**src/rtl/even_parity_check_if.sv**
```systemverilog
// Handshake bundle for the even-parity checker: encoded word in,
// checked data byte out, plus error pulse, error count and count clear.
interface even_parity_check_if #(
  parameter int CNT_W = 8
) ();
  logic [15:0]      W;
  logic             W_VALID;
  logic             W_READY;
  logic [7:0]       D;
  logic             D_VALID;
  logic             D_READY;
  logic             ERR;
  logic [CNT_W-1:0] ERR_CNT;
  logic             ERR_CLR;

  modport master (
    output W, W_VALID, D_READY, ERR_CLR,
    input  W_READY, D, D_VALID, ERR, ERR_CNT
  );

  modport slave (
    input  W, W_VALID, D_READY, ERR_CLR,
    output W_READY, D, D_VALID, ERR, ERR_CNT
  );
endinterface

```
**src/rtl/even_parity_check.sv**
```systemverilog
// Even-parity checker: accepts encoded words, buffers good data bytes in a FIFO
// and counts dropped words. Optional macro EVEN_PARITY_STRICT_RSVD_EN also rejects non-zero W[14:8].
module even_parity_check #(
  parameter int DEPTH = 4,
  parameter int CNT_W = 8
) (
  input logic             CLK,
  input logic             RST,
  even_parity_check_if.slave bus
);
  localparam int PTR_W = $clog2(DEPTH);
  localparam int OCC_W = PTR_W + 1;
  localparam logic [OCC_W-1:0] FULL_OCC = OCC_W'(DEPTH);
  localparam logic [OCC_W-1:0] ZERO_OCC = {OCC_W{1'b0}};
  localparam logic [CNT_W-1:0] CNT_MAX  = {CNT_W{1'b1}};
  localparam logic [CNT_W-1:0] CNT_ZERO = {CNT_W{1'b0}};
  localparam logic [CNT_W-1:0] CNT_ONE  = {{(CNT_W-1){1'b0}}, 1'b1};

  function automatic logic parity_bad(input logic parity, input logic [7:0] data);
    return ^{parity, data};
  endfunction

  logic [7:0]       mem_r [DEPTH];
  logic [PTR_W-1:0] wr_ptr_r;
  logic [PTR_W-1:0] rd_ptr_r;
  logic [OCC_W-1:0] occ_r;
  logic             ready_r;
  logic             valid_r;
  logic [7:0]       d_r;
  logic             err_r;
  logic [CNT_W-1:0] err_cnt_r;

  logic             accept_s;
  logic             bad_s;
  logic             push_s;
  logic             pop_s;
  logic             reject_s;
  logic [PTR_W-1:0] wr_ptr_next_s;
  logic [PTR_W-1:0] rd_ptr_next_s;
  logic [OCC_W-1:0] occ_next_s;
  logic [CNT_W-1:0] err_cnt_next_s;
  logic [7:0]       head_next_s;

  // Handshake decode and next-state computation.
  always_comb begin
    accept_s = bus.W_VALID & ready_r;
`ifdef EVEN_PARITY_STRICT_RSVD_EN
    bad_s = parity_bad(bus.W[15], bus.W[7:0]) | (|bus.W[14:8]);
`else
    bad_s = parity_bad(bus.W[15], bus.W[7:0]);
`endif
    push_s   = accept_s & ~bad_s;
    reject_s = accept_s & bad_s;
    pop_s    = valid_r & bus.D_READY;

    if (push_s) begin
      wr_ptr_next_s = wr_ptr_r + PTR_W'(1);
    end else begin
      wr_ptr_next_s = wr_ptr_r;
    end
    if (pop_s) begin
      rd_ptr_next_s = rd_ptr_r + PTR_W'(1);
    end else begin
      rd_ptr_next_s = rd_ptr_r;
    end
    occ_next_s = occ_r + OCC_W'(push_s) - OCC_W'(pop_s);

    if (bus.ERR_CLR) begin
      err_cnt_next_s = reject_s ? CNT_ONE : CNT_ZERO;
    end else if (reject_s && (err_cnt_r != CNT_MAX)) begin
      err_cnt_next_s = err_cnt_r + CNT_ONE;
    end else begin
      err_cnt_next_s = err_cnt_r;
    end

    // A push can only land on the next head slot when the FIFO drains to empty.
    if (push_s && (wr_ptr_r == rd_ptr_next_s)) begin
      head_next_s = bus.W[7:0];
    end else begin
      head_next_s = mem_r[rd_ptr_next_s];
    end
  end

  // FIFO storage, pointers, registered outputs and error counter.
  always_ff @(posedge CLK) begin
    if (RST) begin
      for (int i = 0; i < DEPTH; i++) begin
        mem_r[i] <= 8'h00;
      end
      wr_ptr_r  <= {PTR_W{1'b0}};
      rd_ptr_r  <= {PTR_W{1'b0}};
      occ_r     <= ZERO_OCC;
      ready_r   <= 1'b0;
      valid_r   <= 1'b0;
      d_r       <= 8'h00;
      err_r     <= 1'b0;
      err_cnt_r <= CNT_ZERO;
    end else begin
      if (push_s) begin
        mem_r[wr_ptr_r] <= bus.W[7:0];
      end
      wr_ptr_r  <= wr_ptr_next_s;
      rd_ptr_r  <= rd_ptr_next_s;
      occ_r     <= occ_next_s;
      ready_r   <= (occ_next_s != FULL_OCC);
      valid_r   <= (occ_next_s != ZERO_OCC);
      d_r       <= head_next_s;
      err_r     <= reject_s;
      err_cnt_r <= err_cnt_next_s;
    end
  end

  assign bus.W_READY = ready_r;
  assign bus.D_VALID = valid_r;
  assign bus.D       = d_r;
  assign bus.ERR     = err_r;
  assign bus.ERR_CNT = err_cnt_r;
endmodule

```
**src/flat_wrapper.sv**
```systemverilog
// flat-port wrapper written by rule: the top's interface ports become plain ports
module even_parity_check_flat 
#(
  parameter int DEPTH = 4,
  parameter int CNT_W = 8
)
  (CLK, RST, bus_W, bus_W_VALID, bus_D_READY, bus_ERR_CLR, bus_W_READY, bus_D, bus_D_VALID, bus_ERR, bus_ERR_CNT);
  even_parity_check_if #(.CNT_W(CNT_W)) bus_i ();
  input logic CLK;
  input logic RST;
  input wire logic [$bits(bus_i.W)-1:0] bus_W;
  input wire logic [$bits(bus_i.W_VALID)-1:0] bus_W_VALID;
  input wire logic [$bits(bus_i.D_READY)-1:0] bus_D_READY;
  input wire logic [$bits(bus_i.ERR_CLR)-1:0] bus_ERR_CLR;
  output wire logic [$bits(bus_i.W_READY)-1:0] bus_W_READY;
  output wire logic [$bits(bus_i.D)-1:0] bus_D;
  output wire logic [$bits(bus_i.D_VALID)-1:0] bus_D_VALID;
  output wire logic [$bits(bus_i.ERR)-1:0] bus_ERR;
  output wire logic [$bits(bus_i.ERR_CNT)-1:0] bus_ERR_CNT;
  assign bus_i.W = bus_W;
  assign bus_i.W_VALID = bus_W_VALID;
  assign bus_i.D_READY = bus_D_READY;
  assign bus_i.ERR_CLR = bus_ERR_CLR;
  assign bus_W_READY = bus_i.W_READY;
  assign bus_D = bus_i.D;
  assign bus_D_VALID = bus_i.D_VALID;
  assign bus_ERR = bus_i.ERR;
  assign bus_ERR_CNT = bus_i.ERR_CNT;
  even_parity_check #(.DEPTH(DEPTH), .CNT_W(CNT_W)) u_core (.CLK(CLK), .RST(RST), .bus(bus_i));
endmodule
```
**config.mk**
```make
export PLATFORM = sky130hd
export DESIGN_NAME = even_parity_check_flat
export DESIGN_NICKNAME = d
export VERILOG_FILES = /design/src/rtl/even_parity_check_if.sv /design/src/rtl/even_parity_check.sv /design/src/flat_wrapper.sv
export SDC_FILE = /design/constraint.sdc
export NUM_CORES = 1
export LEC_CHECK = 0
export ABC_AREA = 1
export BUFFER_PORTS_ARGS = -buffer_cell sky130_fd_sc_hd__buf_2
export CORE_ASPECT_RATIO = 1.2
export CORE_MARGIN = 3
export CORE_UTILIZATION = 57
export DETAILED_ROUTE_END_ITERATION = 6
export GPL_TIMING_DRIVEN = 0
export PLACE_DENSITY = 0.85
export SLEW_MARGIN = 40
export SYNTH_ARGS = -nofsm -noshare
export SYNTH_HDL_FRONTEND = slang
export SYNTH_SLANG_ARGS = --single-unit
```
**constraint.sdc**
```tcl
create_clock -name CLK -period 3.1 [get_ports CLK]
set_input_delay 0.62 -clock CLK [delete_from_list [all_inputs] [get_ports CLK]]
set_output_delay 0.62 -clock CLK [all_outputs]
set_load 0.1 [all_outputs]
```
Word-level counts from Yosys, hierarchy flattened
Memories as Yosys holds them, arrays and structs flattened. A register that Yosys moved wholly into a read port is not among the register bits.
Index checks and enable logic that the tools add are counted.

cells by class
  add/subtract/negate cells = 5
  $mul = 0
  div/mod/pow operators = 0
  order comparisons = 0
  eq/ne operators = 2
  shifts and indexed selects = 0
  mux-type cells = 12
  bitwise logic cells = 5
  reduce and logical (&&, ||, !) cells = 5

operator list
  operator                                      number
  two-way mux 8 bit                             3
  XOR reduction 9 bit                           1
  adder 8 x 1 -> 8 bit, second input constant   1
  inequality test 8 bit, second input constant  1
  OR reduction 8 bit                            1
  two-way mux 1 bit                             7
  adder 2 x 1 -> 2 bit, second input constant   2
  AND 1 bit                                     4
  two-way mux 2 bit                             2
  adder 3 x 1 -> 3 bit                          1
  inequality test 3 bit, second input constant  1
  nonzero test 3 bit                            1
  subtractor 3 x 1 -> 3 bit                     1
  nonzero test 2 bit                            1
  logical AND 1 bit                             1
  NOT 1 bit                                     1

word-level totals
  bits in registers = 18
  latch bits = 0
  bits in writable memories = 32
  ROM bits = 0
  output and inout port bits = 19
  word-level logic and storage cells = 37
  memories kept = 1

memories
  memory        depth  bits a word  read ports  clocked after memory_dff  write ports  RTL line                 RTL
  u_core.mem_r  4      8            1           1                         4            even_parity_check.sv:23  logic [7:0] mem_r [DEPTH];

Longest topological paths before layout
Gate-level depths: netlist of the first run.

  depth in word-level cells = 8
  depth in mapped cells = 15
  gate-level depth less buffers = 15

Least setup slack after synthesis of the first run
No wires, ideal clock.

  path type = register -> register
  from = register u_core.valid_r (netlist: u_core.bus.D_VALID)
  to = register u_core.valid_r (netlist: u_core.bus.D_VALID)
  setup time = 74 ps
  data arrival time = 2369 ps
  data required time = 3026 ps
  path slack = 657 ps
  stages on the path, launching flop included = 11
  buffers on the path = 0
  period minus slack after synthesis = 2443 ps
  cells stage by stage = dfxtp_1 > nand2_1 > inv_2 > ha_1 > inv_1 > ha_1 > fa_1 > xor2_1 > xor2_1 > inv_1 > a31oi_1

between the ends
  longest elaborated chain between the ends = 3

RTL lines
  element                    RTL line                  RTL
  start: declaration         even_parity_check.sv:28   logic valid_r;
  start signal: assignment   even_parity_check.sv:106  valid_r <= (occ_next_s != ZERO_OCC);
  AND 1 bit                  even_parity_check.sv:54   pop_s = valid_r & bus.D_READY;
  subtractor 3 x 1 -> 3 bit  even_parity_check.sv:66   occ_next_s = occ_r + OCC_W'(push_s) - OCC_W'(pop_s);
  nonzero test 3 bit         even_parity_check.sv:106

No other way between the ends.
A chain may end at the register's enable or synchronous reset.

Worst setup path in the final report of the first run
  from = input port bus_W[2]
  to = register u_core.valid_r (netlist: u_core.bus.D_VALID)

between the ends
  longest elaborated chain between the ends = 6

RTL lines
  element                    RTL line                  RTL
  start: declaration         flat_wrapper.sv:11        input wire logic [$bits(bus_i.W)-1:0] bus_W;
  XOR reduction 9 bit        even_parity_check.sv:20   return ^{parity, data};
  NOT 1 bit                  even_parity_check.sv:52   push_s = accept_s & ~bad_s;
  AND 1 bit                  even_parity_check.sv:52
  adder 3 x 1 -> 3 bit       even_parity_check.sv:66
  subtractor 3 x 1 -> 3 bit  even_parity_check.sv:66
  nonzero test 3 bit         even_parity_check.sv:106

No other way between the ends.

==> results.tsv, run 1 <==
stage	metric	value	unit
yosys	Yosys top cell area share	33.9	%
critical_path	most used cell, CP	nand2_1	
clock_network	CTS clk-pin slew, worst paths	0.06	ns
yosys	netlist area before placement	0.00283	mm2
clock_network	CTS tree	done	
power_and_ir_drop	Combinational Power Share	36.1	%
floorplan	area of the core	0.00470	mm2
clock_network	cts hold-fix bufs	0	
timing	part of the cycle the worst path needs	80.0	%
cells_and_area	n_diodes	0	
yosys	synthesized netlist cell count	333	
yosys	Yosys top cell by area	edfxtp_1	
yosys	sequential area share after synthesis	52.3	%
critical_path	crit-path max FO	10	
floorplan	die area	0.00586	mm2
critical_path	critical setup path kind	input port to flip-flop	
global_route	GRT Util Overall	22.6	%
floorplan	I/O pin total	40	
clock_network	clk buf depth	2	
critical_path	CP Cell Sequence	buf_2 -> inv_2 -> nand2_1 -> nand2_1 -> nand2_1 -> nand2_1 -> nand2_1 -> nand3_2 -> nand3_4 -> inv_2 -> ha_1 -> fa_1 -> xor2_1 -> xor2_1 -> inv_1 -> a31oi_1	
yosys	Yosys warnings	0	
cells_and_area	area grow syn2layout	15.1	%
cells_and_area	fin nets	401	
timing	post-layout min period	2.48	ns
timing	RSZ-0062 raised after global routing	no	
route	Via Count	2365	
route	# DRC	0	
cells_and_area	Finished Layout Cells	439	
timing	Hold Vio Cnt, Final	0	
critical_path	critical path arrival	2.74	ns
status	status	complete, no violations	
placement	Port Buffers	32	
critical_path	Critical Path Source Type	input port	
placement	pre-CTS setup slack	0.285	ns
power_and_ir_drop	switch share	40.6	%
timing	clock skew	0.00719	ns
global_route	GR Overflow Total	0	
critical_path	crit-path max cell delay	0.37	ns
yosys	Syn Area/Cell	8.51	um2
route	First DRT Iteration DRCs	155	
cells_and_area	fill cell count	360	
route	WL per Instance	13.7	um
timing	fin. max-slew vios	0	
clock_network	Worst-Skew Late Latency	0.34	ns
min_path	worst hold path type	flip-flop to flip-flop	
timing	final setup vio count	0	
critical_path	CP top delay family	simple AND/OR/NAND/NOR gates	
route	WL final	6.02	mm
power_and_ir_drop	Psw	1.04	mW
yosys	top cells by area, synth	edfxtp_1 (34%), dfxtp_1 (18%), nand2_1 (11%), nor2_1 (6.0%), inv_1 (5.3%)	
cells_and_area	share of cells above drive strength 1	18.4	%
global_route	initial antenna violation count	0	
timing	Slew HR	46.3	%
placement	dpl cells	423	
floorplan	Initial Util	60.3	%
cells_and_area	Multi-input gate area	0.00114	mm2
timing	max frequency	403	MHz
clock_network	clock root buffer	clkbuf_8	
power_and_ir_drop	Sequential Power Share	37.3	%
power_and_ir_drop	Int Power	1.52	mW
clock_network	Post-CTS Setup Repair Bufs	0	
route	Vias/cell	5.39	
placement	routability cong.	0.853	
global_route	vias in the first global route	2362	
timing	Final TNS setup	0	ns
floorplan	Die Y-Extent	83.2	um
power_and_ir_drop	P_leak	1.54	nW
route	DR pass1 iterations	5	
yosys	#FFs+latches synth	58	
critical_path	Req. time, crit path	3.36	ns
global_route	first-pass GRT wire length	10.4	mm
route	Post-DRT Antenna Nets	0	
power_and_ir_drop	Pwr Total	2.56	mW
placement	HPWL Detailed	4.36	mm
power_and_ir_drop	worst vdd ir	0.631	mV
yosys	post-synth net total	358	
critical_path	Critical path buffers and inverters	4	
timing	worst-margin pin slew	0.803	ns
timing	Worst Setup Slack, final	0.619	ns
cells_and_area	sequential cell area	0.00148	mm2
floorplan	DIE WIDTH	70.4	um
clock_network	# clock sinks	58	
critical_path	crit path capture type	flip-flop	
yosys	Synth cell types	29	
cells_and_area	final design utilization	69.4	%
power_and_ir_drop	power density cells	785	mW/mm2
flow_run	max cap viols	0	
power_and_ir_drop	clock network power share	26.5	%
global_route	largest net degree at the start of global routing	11	
critical_path	critical path's slowest cell	fa_1	
floorplan	Row Count	27	
clock_network	Resize count post-CTS	0	
clock_network	CTS Buf Count	9	
clock_network	H-tree depth	3	
[power groups by stage]
stage | clock network, mW | registers [mW] | logic, mW
3_5_place_dp | 0 | 0.972 | 0.921
2_1_floorplan | 0 | 1.28 | 0.440
4_1_cts | 0.687 | 0.956 | 0.929
5_1_grt | 0.724 | 0.967 | 1.00
6_report | 0.679 | 0.956 | 0.925
3_3_place_gp | 0 | 0.968 | 0.905
[placed cells by master (no fill, tap or decap), types with 4 or more instances in the layout]
master	n
inv_2	9
edfxtp_1	32
inv_1	40
xor2_1	4
a32o_1	8
clkbuf_8	10
nand3_1	18
a21oi_1	17
o21ai_0	6
nand2_1	84
clkbuf_1	4
nand4_1	12
dfxtp_1	26
nor2_1	45
buf_2	34
[area by class of cell]
cell class / count / area share [%]
plain buffers: 6 / 0.768
inverters: 50 / 5.76
clock buffers: 10 / 4.22
repair buffers: 32 / 4.91
multi-input cells: 219 / 34.9
clock inverters: 6 / 1.73
flip-flops and latches: 58 / 45.5
well taps: 58 / 2.23
[sequential cells by signal, indices dropped and copies added, names as in the netlist]
name	flops
u_core.bus.D_VALID	1
u_core.bus.W_READY	1
u_core.rd_ptr_r	2
u_core.bus.D	8
u_core.mem_r	32
u_core.bus.ERR_CNT	8
u_core.occ_r	3
u_core.bus.ERR	1
u_core.wr_ptr_r	2
[path summary, 6_finish.rpt]
check	start	end	slack (ns)	cells after the start
setup / recovery	bus_W[2]	u_core.bus.D_VALID	0.62	16
hold reg to reg	u_core.wr_ptr_r[1]	u_core.wr_ptr_r[1]	0.45	2
setup reg to reg	u_core.bus.W_READY	u_core.bus.D_VALID	1.12	10
hold / removal	u_core.wr_ptr_r[1]	u_core.wr_ptr_r[1]	0.45	2
[metal layers]
metal | part of all wire (%) | track usage (%)
met1 | 38 | 25.0
met2 | 52 | 38.0
met3 | 8.6 | 8.84
met4 | 1.7 | 10.1
met5 | 0 | 0
[cells in the mapped netlist]
cell type and instances:
buf_2 2, nand3_1 18, nor2_1 45, inv_1 40
o21ai_0 7, nand4_2 1, inv_2 9, nor3_2 1
xnor2_1 3, nand2_2 2, ha_1 3, nand4_1 12
a21oi_4 1, clkinv_1 1, nand3_4 2, or2_1 1
edfxtp_1 32, nand2_1 84, xor2_1 4, a31oi_1 2
nor3_1 1, clkbuf_1 4, a21oi_1 17, fa_1 1
nand3_2 3, nand2_4 2, a32o_1 8, o31ai_1 1
dfxtp_1 26
[worst register-to-register path: stages, from the launching register on]
cell,delay [ns]
dfxtp_1,0.31
nand2_1,0.05
inv_1,0.11
nand3_4,0.14
inv_2,0.10
ha_1,0.22
fa_1,0.37
xor2_1,0.19
xor2_1,0.22
inv_1,0.08
a31oi_1,0.12
[per-stage QoR]
step                      area [um2]  hold slack (ns)
after floorplan                 2830            0.419
after global placement          3070            0.428
after detailed placement        3070            0.438
after CTS                       3260            0.450
after global routing            3260            0.466
final                           3260            0.448
[logic make-up (layout without fill, tap and decap cells)]
family | after synthesis | count (layout) | share of synthesized area [%]
AND/OR/NAND/NOR | 172 | 172 | 27.6
flip-flops | 58 | 58 | 52.3
buffers and inverters | 56 | 104 | 7.51
AO/OA/AOI/OAI | 36 | 36 | 8.35
XOR/XNOR | 7 | 7 | 2.16
adder cells (fa/ha/maj) | 4 | 4 | 2.03
Note: power is estimated with default switching activity, not from simulation.
==> run 2, diff against run 1 <==
--- a/config.mk
+++ b/config.mk
@@ -5,11 +5,11 @@
 export SDC_FILE = /design/constraint.sdc
 export NUM_CORES = 1
 export LEC_CHECK = 0
-export ABC_AREA = 1
+export ABC_AREA = 0
 export BUFFER_PORTS_ARGS = -buffer_cell sky130_fd_sc_hd__buf_2
 export CORE_ASPECT_RATIO = 1.2
 export CORE_MARGIN = 3
-export CORE_UTILIZATION = 57
+export CORE_UTILIZATION = 56
 export DETAILED_ROUTE_END_ITERATION = 6
 export GPL_TIMING_DRIVEN = 0
 export PLACE_DENSITY = 0.85
==> constraint.sdc (replaced) <==
create_clock -name CLK -period 2.3 [get_ports CLK]
set_input_delay 0.46 -clock CLK [delete_from_list [all_inputs] [get_ports CLK]]
set_output_delay 0.46 -clock CLK [all_outputs]
set_load 0.1 [all_outputs]
==> run 2 against run 1 <==
Compared with the run above:
- the run now ends with setup timing left
- synthesized cell count fell by 33%
- die area is 3.0% lower
- final cell count shrank 24%
- cell area is 2.2% higher
- clock-buffer cell count increased by 2
- total power rose by 45%
- synthesized area down 4.9%
- hold slack got worse by 0.057 ns
- critical path type unchanged
- largest cell class unchanged
- largest power group is now combinational cells
==> results.tsv, run 2 <==
stage	metric	value	unit
status	status	finished, violations left	
status	failing checks	setup timing	
cells_and_area	final instance area	0.00333	mm2
critical_path	crit-path max FO	2	
floorplan	Initial Util	58.2	%
critical_path	critical path arrival	2.77	ns
critical_path	Req. time, crit path	2.52	ns
power_and_ir_drop	power density cells	1120	mW/mm2
yosys	Yosys top cell area share	35.7	%
timing	max frequency	393	MHz
clock_network	CTS clk-pin slew, worst paths	0.07	ns
timing	RSZ-0062 raised after global routing	yes	
route	Post-DRT Antenna Nets	0	
timing	Final TNS setup	-1.06	ns
clock_network	# clock sinks	58	
clock_network	CTS Buf Count	9	
yosys	Yosys top cell by area	edfxtp_1	
timing	Worst Setup Slack, final	-0.244	ns
flow_run	max cap viols	0	
global_route	vias in the first global route	1845	
timing	post-layout min period	2.54	ns
placement	HPWL Detailed	3.46	mm
floorplan	DIE WIDTH	69.3	um
critical_path	R2R depth	9	
placement	Placed Area	0.00300	mm2
timing	Slew HR	52.6	%
power_and_ir_drop	worst vdd ir	0.856	mV
clock_network	clk buf depth	2	
yosys	#FFs+latches synth	58	
critical_path	FF-to-FF Start	u_core.bus.W_READY	
cells_and_area	max reg flops	32	
route	First DRT Iteration DRCs	76	
yosys	most frequent cells after synthesis	edfxtp_1 (32), and2_1 (28), dfxtp_1 (26)	
placement	Port Buffers	31	
global_route	largest net degree at the start of global routing	11	
yosys	ys flop type	edfxtp_1	
yosys	post-synth net total	247	
yosys	number of flops mapped to enable cells by yosys	32	
yosys	synthesized netlist cell count	222	
cells_and_area	fin nets	297	
placement	routability cong.	0.726	
power_and_ir_drop	P_leak	1.44	nW
timing	fin. max-slew vios	0	
power_and_ir_drop	Pwr Total	3.72	mW
min_path	worst hold stages	3	
route	DR pass1 iterations	4	
critical_path	CP Launch Point	bus_W[15]	
yosys	top cells by area, synth	edfxtp_1 (36%), dfxtp_1 (19%), mux4_2 (6.7%), and2_1 (6.5%), xnor2_1 (3.6%)	
cells_and_area	most flop-heavy register	u_core.mem_r	
floorplan	die area	0.00568	mm2
timing	Hold Vio Cnt, Final	0	
placement	pre-CTS setup slack	-0.818	ns
min_path	Hold Crit Start	bus_W[4]	
global_route	initial antenna violation count	0	
global_route	GR Overflow Total	0	
route	WL per Instance	16.6	um
floorplan	area of the core	0.00463	mm2
clock_network	CTS tree	done	
yosys	netlist area before placement	0.00269	mm2
clock_network	Worst-Skew Late Latency	0.34	ns
floorplan	I/O pin total	40	
timing	part of the cycle the worst path needs	111	%
timing	clock skew	0.0124	ns
clock_network	H-tree depth	3	
cells_and_area	commonest non-fill, non-tap cells in the layout	edfxtp_1 (32), and2_1 (28), buf_2 (28), dfxtp_1 (22), nand2_1 (17)	
floorplan	Row Count	27	
yosys	Syn Area/Cell	12.1	um2
yosys	Post-synth ARST share	0	%
global_route	first-pass GRT wire length	8.87	mm
timing	final setup vio count	15	
route	WL final	5.58	mm
yosys	Synth cell types	39	
floorplan	Die Y-Extent	82.0	um
yosys	Yosys warnings	0	
route	Via Count	1833	
critical_path	crit path capture type	flip-flop	
yosys	sequential area share after synthesis	55.0	%
cells_and_area	share of cells above drive strength 1	32.5	%
timing	worst-margin pin slew	0.711	ns
global_route	GRT Util Overall	21.2	%
yosys	most numerous cell in the Yosys netlist	edfxtp_1	
min_path	worst hold path type	input port to flip-flop	
route	# DRC	0	
critical_path	Critical Path Source Type	input port	
cells_and_area	area grow syn2layout	23.7	%
critical_path	critical setup path kind	input port to flip-flop	
cells_and_area	commonest non-fill, non-tap cell in the layout	edfxtp_1	
cells_and_area	n_diodes	0	
clock_network	clock root buffer	clkbuf_8	
route	Vias/cell	5.47	
[run 2: changes by cell type after synthesis, sizes merged, moves of 4 or more]
cell / change
and3: +4
mux2i: +9
o21ai: -4
nor2: -29
inv: -34
nand3: -20
nand2: -70
mux4: +8
a21oi: -16
a32o: -8
xnor2: +8
nand4: -12
and2: +28
[run 2: critical path, stage by stage]
cell     delay (ns)
buf_6          0.09
xnor2_2        0.15
xnor3_2        0.50
xor2_4         0.20
nor2_4         0.07
ha_4           0.18
fa_2           0.35
xnor2_2        0.23
xnor2_2        0.16
nor2_2         0.06
or3_1          0.31
[run 2: worst paths after layout]
path	slack, ns	endpoint
max reg2reg	-0.14	u_core.bus.D_VALID
min	0.39	u_core.bus.D[4]
max	-0.24	u_core.bus.D_VALID
min reg2reg	0.51	u_core.bus.ERR_CNT[7]
[run 2: cell type report]
| cell class | count | area [um2] |
|---|---|---|
| Clock inverter | 4 | 43.8 |
| Fill cell | 301 | 1300 |
| Timing Repair Buffer | 39 | 244 |
| Tap cell | 58 | 72.6 |
| Buffer | 9 | 36.3 |
| Sequential cell | 58 | 1490 |
| Multi-Input combinational cell | 140 | 1250 |
| Clock buffer | 12 | 135 |
| Inverter | 15 | 56.3 |
[run 2: cell families after synthesis]
group | count (synthesis) | synth area share [%]
XOR/XNOR | 19 | 7.52
AO/OA/AOI/OAI | 10 | 2.79
buffers and inverters | 24 | 3.39
AND/OR/NAND/NOR | 88 | 17.9
flip-flops | 58 | 55.0
adder cells (fa/ha/maj) | 4 | 2.14
multiplexers | 19 | 11.3
[run 2: metal layers]
layer	GRT usage (%)	vias to the layer above	wire [um]
met5	0	-	0
met4	12.1	0	120
met3	5.63	12	281
met2	38.4	53	3030
met1	22.7	894	2150
li1	-	874	-
[run 2: power by group]
group | switching, mW | total [mW] | internal [mW] | leakage [nW]
clock | 0.391 | 0.885 | 0.494 | 0.0918
combinational | 0.969 | 1.52 | 0.550 | 0.806
sequential | 0.0687 | 1.32 | 1.25 | 0.545
total | 1.43 | 3.72 | 2.29 | 1.44
[run 2: metrics by stage]
stage,utilization [%],cells,hold slack [ns]
after CTS,70.7,334,0.383
after detailed placement,64.7,311,0.482
final,72.0,335,0.391
after floorplan,-,222,0.496
after global placement,64.7,311,0.483
after global routing,72.0,335,0.406
[run 2: what timing repair did]
action,in CTS,in global routing
hold buffers,0,0
setup endpoints to repair,30,25
buffers inserted,8,2
pin swaps,11,9
resized for setup,10,10
==> run 3, diff against run 2 <==
--- a/config.mk
+++ b/config.mk
@@ -12,7 +12,8 @@
 export CORE_UTILIZATION = 56
 export DETAILED_ROUTE_END_ITERATION = 6
 export GPL_TIMING_DRIVEN = 0
-export PLACE_DENSITY = 0.85
+export HOLD_SLACK_MARGIN = 0.12
+export PLACE_DENSITY = 0.87
 export SLEW_MARGIN = 40
 export SYNTH_ARGS = -nofsm -noshare
 export SYNTH_HDL_FRONTEND = slang
==> run 3 against run 2 <==
Compared with the run above:
- the run still ends with setup timing left
- die area is the same
- cell area shrank 0.15%
- routed wire length shrank 6.8%
- clock power shrank 2.6%
- worst setup slack gained 0.081 ns
- clock skew shrank 0.0048 ns
- total power shrank 0.96%
- hold slack lost 0.0017 ns
- core utilization shrank 0.11 points
- non-clock buffer count shrank 2
- register-to-register slack gained 0.20 ns
- largest power group unchanged
==> results.tsv, run 3 (synthesis results as in run 2) <==
stage	metric	value	unit
status	status	finished, violations left	
status	failing checks	setup timing	
placement	HPWL Detailed	3.42	mm
critical_path	CP top delay family	XOR/XNOR gates	
route	WL per Instance	15.6	um
timing	max frequency	406	MHz
critical_path	CP Cell Sequence	buf_8 -> xnor2_4 -> xnor3_2 -> xor2_4 -> nor2_4 -> ha_4 -> fa_2 -> xnor2_2 -> xnor2_2 -> nor2_1 -> or3_1	
route	Met1 Routed Length	2.03	mm
route	Via Count	1793	
power_and_ir_drop	P_leak	1.43	nW
route	First DRT Iteration DRCs	80	
floorplan	Row Count	27	
timing	post-layout min period	2.46	ns
timing	RSZ-0062 raised after global routing	yes	
critical_path	FF-to-FF Start	u_core.bus.D_VALID	
floorplan	Initial Util	58.2	%
clock_network	H-tree depth	3	
timing	Hold Vio Cnt, Final	0	
route	Vias/cell	5.38	
critical_path	CP Launch Point	bus_W[15]	
cells_and_area	final instance area	0.00333	mm2
cells_and_area	fin nets	295	
placement	routability cong.	0.745	
power_and_ir_drop	Int Power	2.29	mW
critical_path	crit-path max cell delay	0.49	ns
global_route	vias in the first global route	1794	
critical_path	R2R depth	10	
critical_path	Req. time, crit path	2.51	ns
clock_network	clk buf depth	2	
critical_path	Critical Path Source Type	input port	
route	DR pass1 iterations	4	
critical_path	critical path arrival	2.67	ns
cells_and_area	commonest non-fill, non-tap cells in the layout	edfxtp_1 (32), and2_1 (28), buf_2 (28), dfxtp_1 (22), nand2_1 (17)	
clock_network	CTS clk-pin slew, worst paths	0.06	ns
route	Post-DRT Antenna Nets	0	
critical_path	Worst Setup EP	u_core.bus.D_VALID	
power_and_ir_drop	switch share	37.7	%
placement	Port Buffers	31	
clock_network	clock root buffer	clkbuf_8	
clock_network	CTS tree	done	
clock_network	# clock sinks	58	
critical_path	critical setup path kind	input port to flip-flop	
critical_path	Levels on crit path	11	
cells_and_area	most flop-heavy register	u_core.mem_r	
route	WL final	5.20	mm
timing	fin. max-slew vios	0	
power_and_ir_drop	clock network power share	23.4	%
clock_network	CTS Buf Count	9	
route	highest routed layer	met4	
route	met3 wire length	241	um
timing	clock skew	0.00760	ns
route	# DRC	0	
timing	worst-margin pin slew	0.676	ns
critical_path	most used cell, CP	xnor2_2	
critical_path	crit-path max FO	2	
route	DR WL met2	2.82	mm
critical_path	reg2reg end	u_core.bus.D_VALID	
cells_and_area	n_diodes	0	
power_and_ir_drop	worst vdd ir	0.859	mV
flow_run	max cap viols	0	
cells_and_area	commonest non-fill, non-tap cell in the layout	edfxtp_1	
timing	Worst Setup Slack, final	-0.162	ns
global_route	GRT Util Overall	19.9	%
cells_and_area	Finished Layout Cells	333	
power_and_ir_drop	power density cells	1110	mW/mm2
critical_path	critical path's slowest cell	xnor3_2	
floorplan	DIE WIDTH	69.3	um
floorplan	I/O pin total	40	
cells_and_area	max reg flops	32	
floorplan	die area	0.00568	mm2
placement	dpl cells	311	
critical_path	Critical path buffers and inverters	1	
global_route	largest net degree at the start of global routing	11	
critical_path	reg-to-reg setup timing slack	0.06	ns
power_and_ir_drop	Combinational Power Share	40.9	%
floorplan	Die Y-Extent	82.0	um
global_route	first-pass GRT wire length	8.36	mm
power_and_ir_drop	Sequential Power Share	35.7	%
timing	Slew HR	54.9	%
floorplan	area of the core	0.00463	mm2
timing	part of the cycle the worst path needs	107	%
cells_and_area	area grow syn2layout	23.5	%
timing	final setup vio count	10	
placement	Placed Area	0.00300	mm2
clock_network	Worst-Skew Late Latency	0.33	ns
clock_network	cts hold-fix bufs	0	
min_path	worst hold path type	input port to flip-flop	
power_and_ir_drop	Psw	1.39	mW
cells_and_area	share of cells above drive strength 1	31.6	%
critical_path	crit path capture type	flip-flop	
global_route	initial antenna violation count	0	
global_route	GR Overflow Total	0	
run 3: worst min path at each step:
stage	start	cells after the start	slack [ns]	endpoint
2_1_floorplan	u_core.occ_r[2]	2	0.50	u_core.occ_r[2]
3_3_place_gp	u_core.bus.ERR_CNT[7]	1	0.48	u_core.bus.ERR_CNT[7]
3_5_place_dp	u_core.bus.ERR_CNT[7]	1	0.48	u_core.bus.ERR_CNT[7]
4_1_cts	bus_ERR_CLR	2	0.38	u_core.bus.ERR_CNT[0]
5_1_grt	bus_ERR_CLR	2	0.41	u_core.bus.ERR_CNT[0]
6_report	bus_ERR_CLR	2	0.39	u_core.bus.ERR_CNT[0]
run 3: repair_timing:
| action | 4_1_cts | 5_1_grt |
|---|---|---|
| gates resized for setup | 9 | 13 |
| buffers inserted | 5 | 1 |
| endpoints found under the setup margin | 28 | 54 |
| gates cloned | 0 | 0 |
| pin swaps | 7 | 5 |
run 3: cell type report:
type                            count  area, um2
Buffer                              9       37.5
Clock buffer                       12        135
Clock inverter                      4       42.5
Fill cell                         303       1300
Inverter                           15       56.3
Multi-Input combinational cell    140       1260
Sequential cell                    58       1490
Tap cell                           58       72.6
Timing Repair Buffer               37        233
run 3: layer usage:
layer  up-vias  track usage, %
met5         -               0
met4         0            9.57
met3        10            5.88
met2        44            36.7
met1       867            21.0
li1        872               -
run 3: through the flow:
stage          util, %  setup TNS, ns  hold WS, ns  power [mW]  worst slack (ns)
6_report          71.9         -0.559        0.390        3.68            -0.162
5_1_grt           71.9          -1.65        0.406        3.87            -0.252
4_1_cts           70.3         -0.460        0.377        3.61            -0.197
3_5_place_dp      64.7         -21.03        0.482        2.62            -0.804
3_3_place_gp      64.7         -18.47        0.481        2.60            -0.782
2_1_floorplan        -          -1.24        0.496        2.42            -0.454
run 3: power by group through the flow:
stage / clock, mW / sequential [mW] / combinational, mW
after floorplan: 0 / 1.77 / 0.651
after global placement: 0 / 1.33 / 1.27
after detailed placement: 0 / 1.33 / 1.29
after CTS: 0.876 / 1.31 / 1.42
after global routing: 0.920 / 1.33 / 1.61
final: 0.862 / 1.32 / 1.51
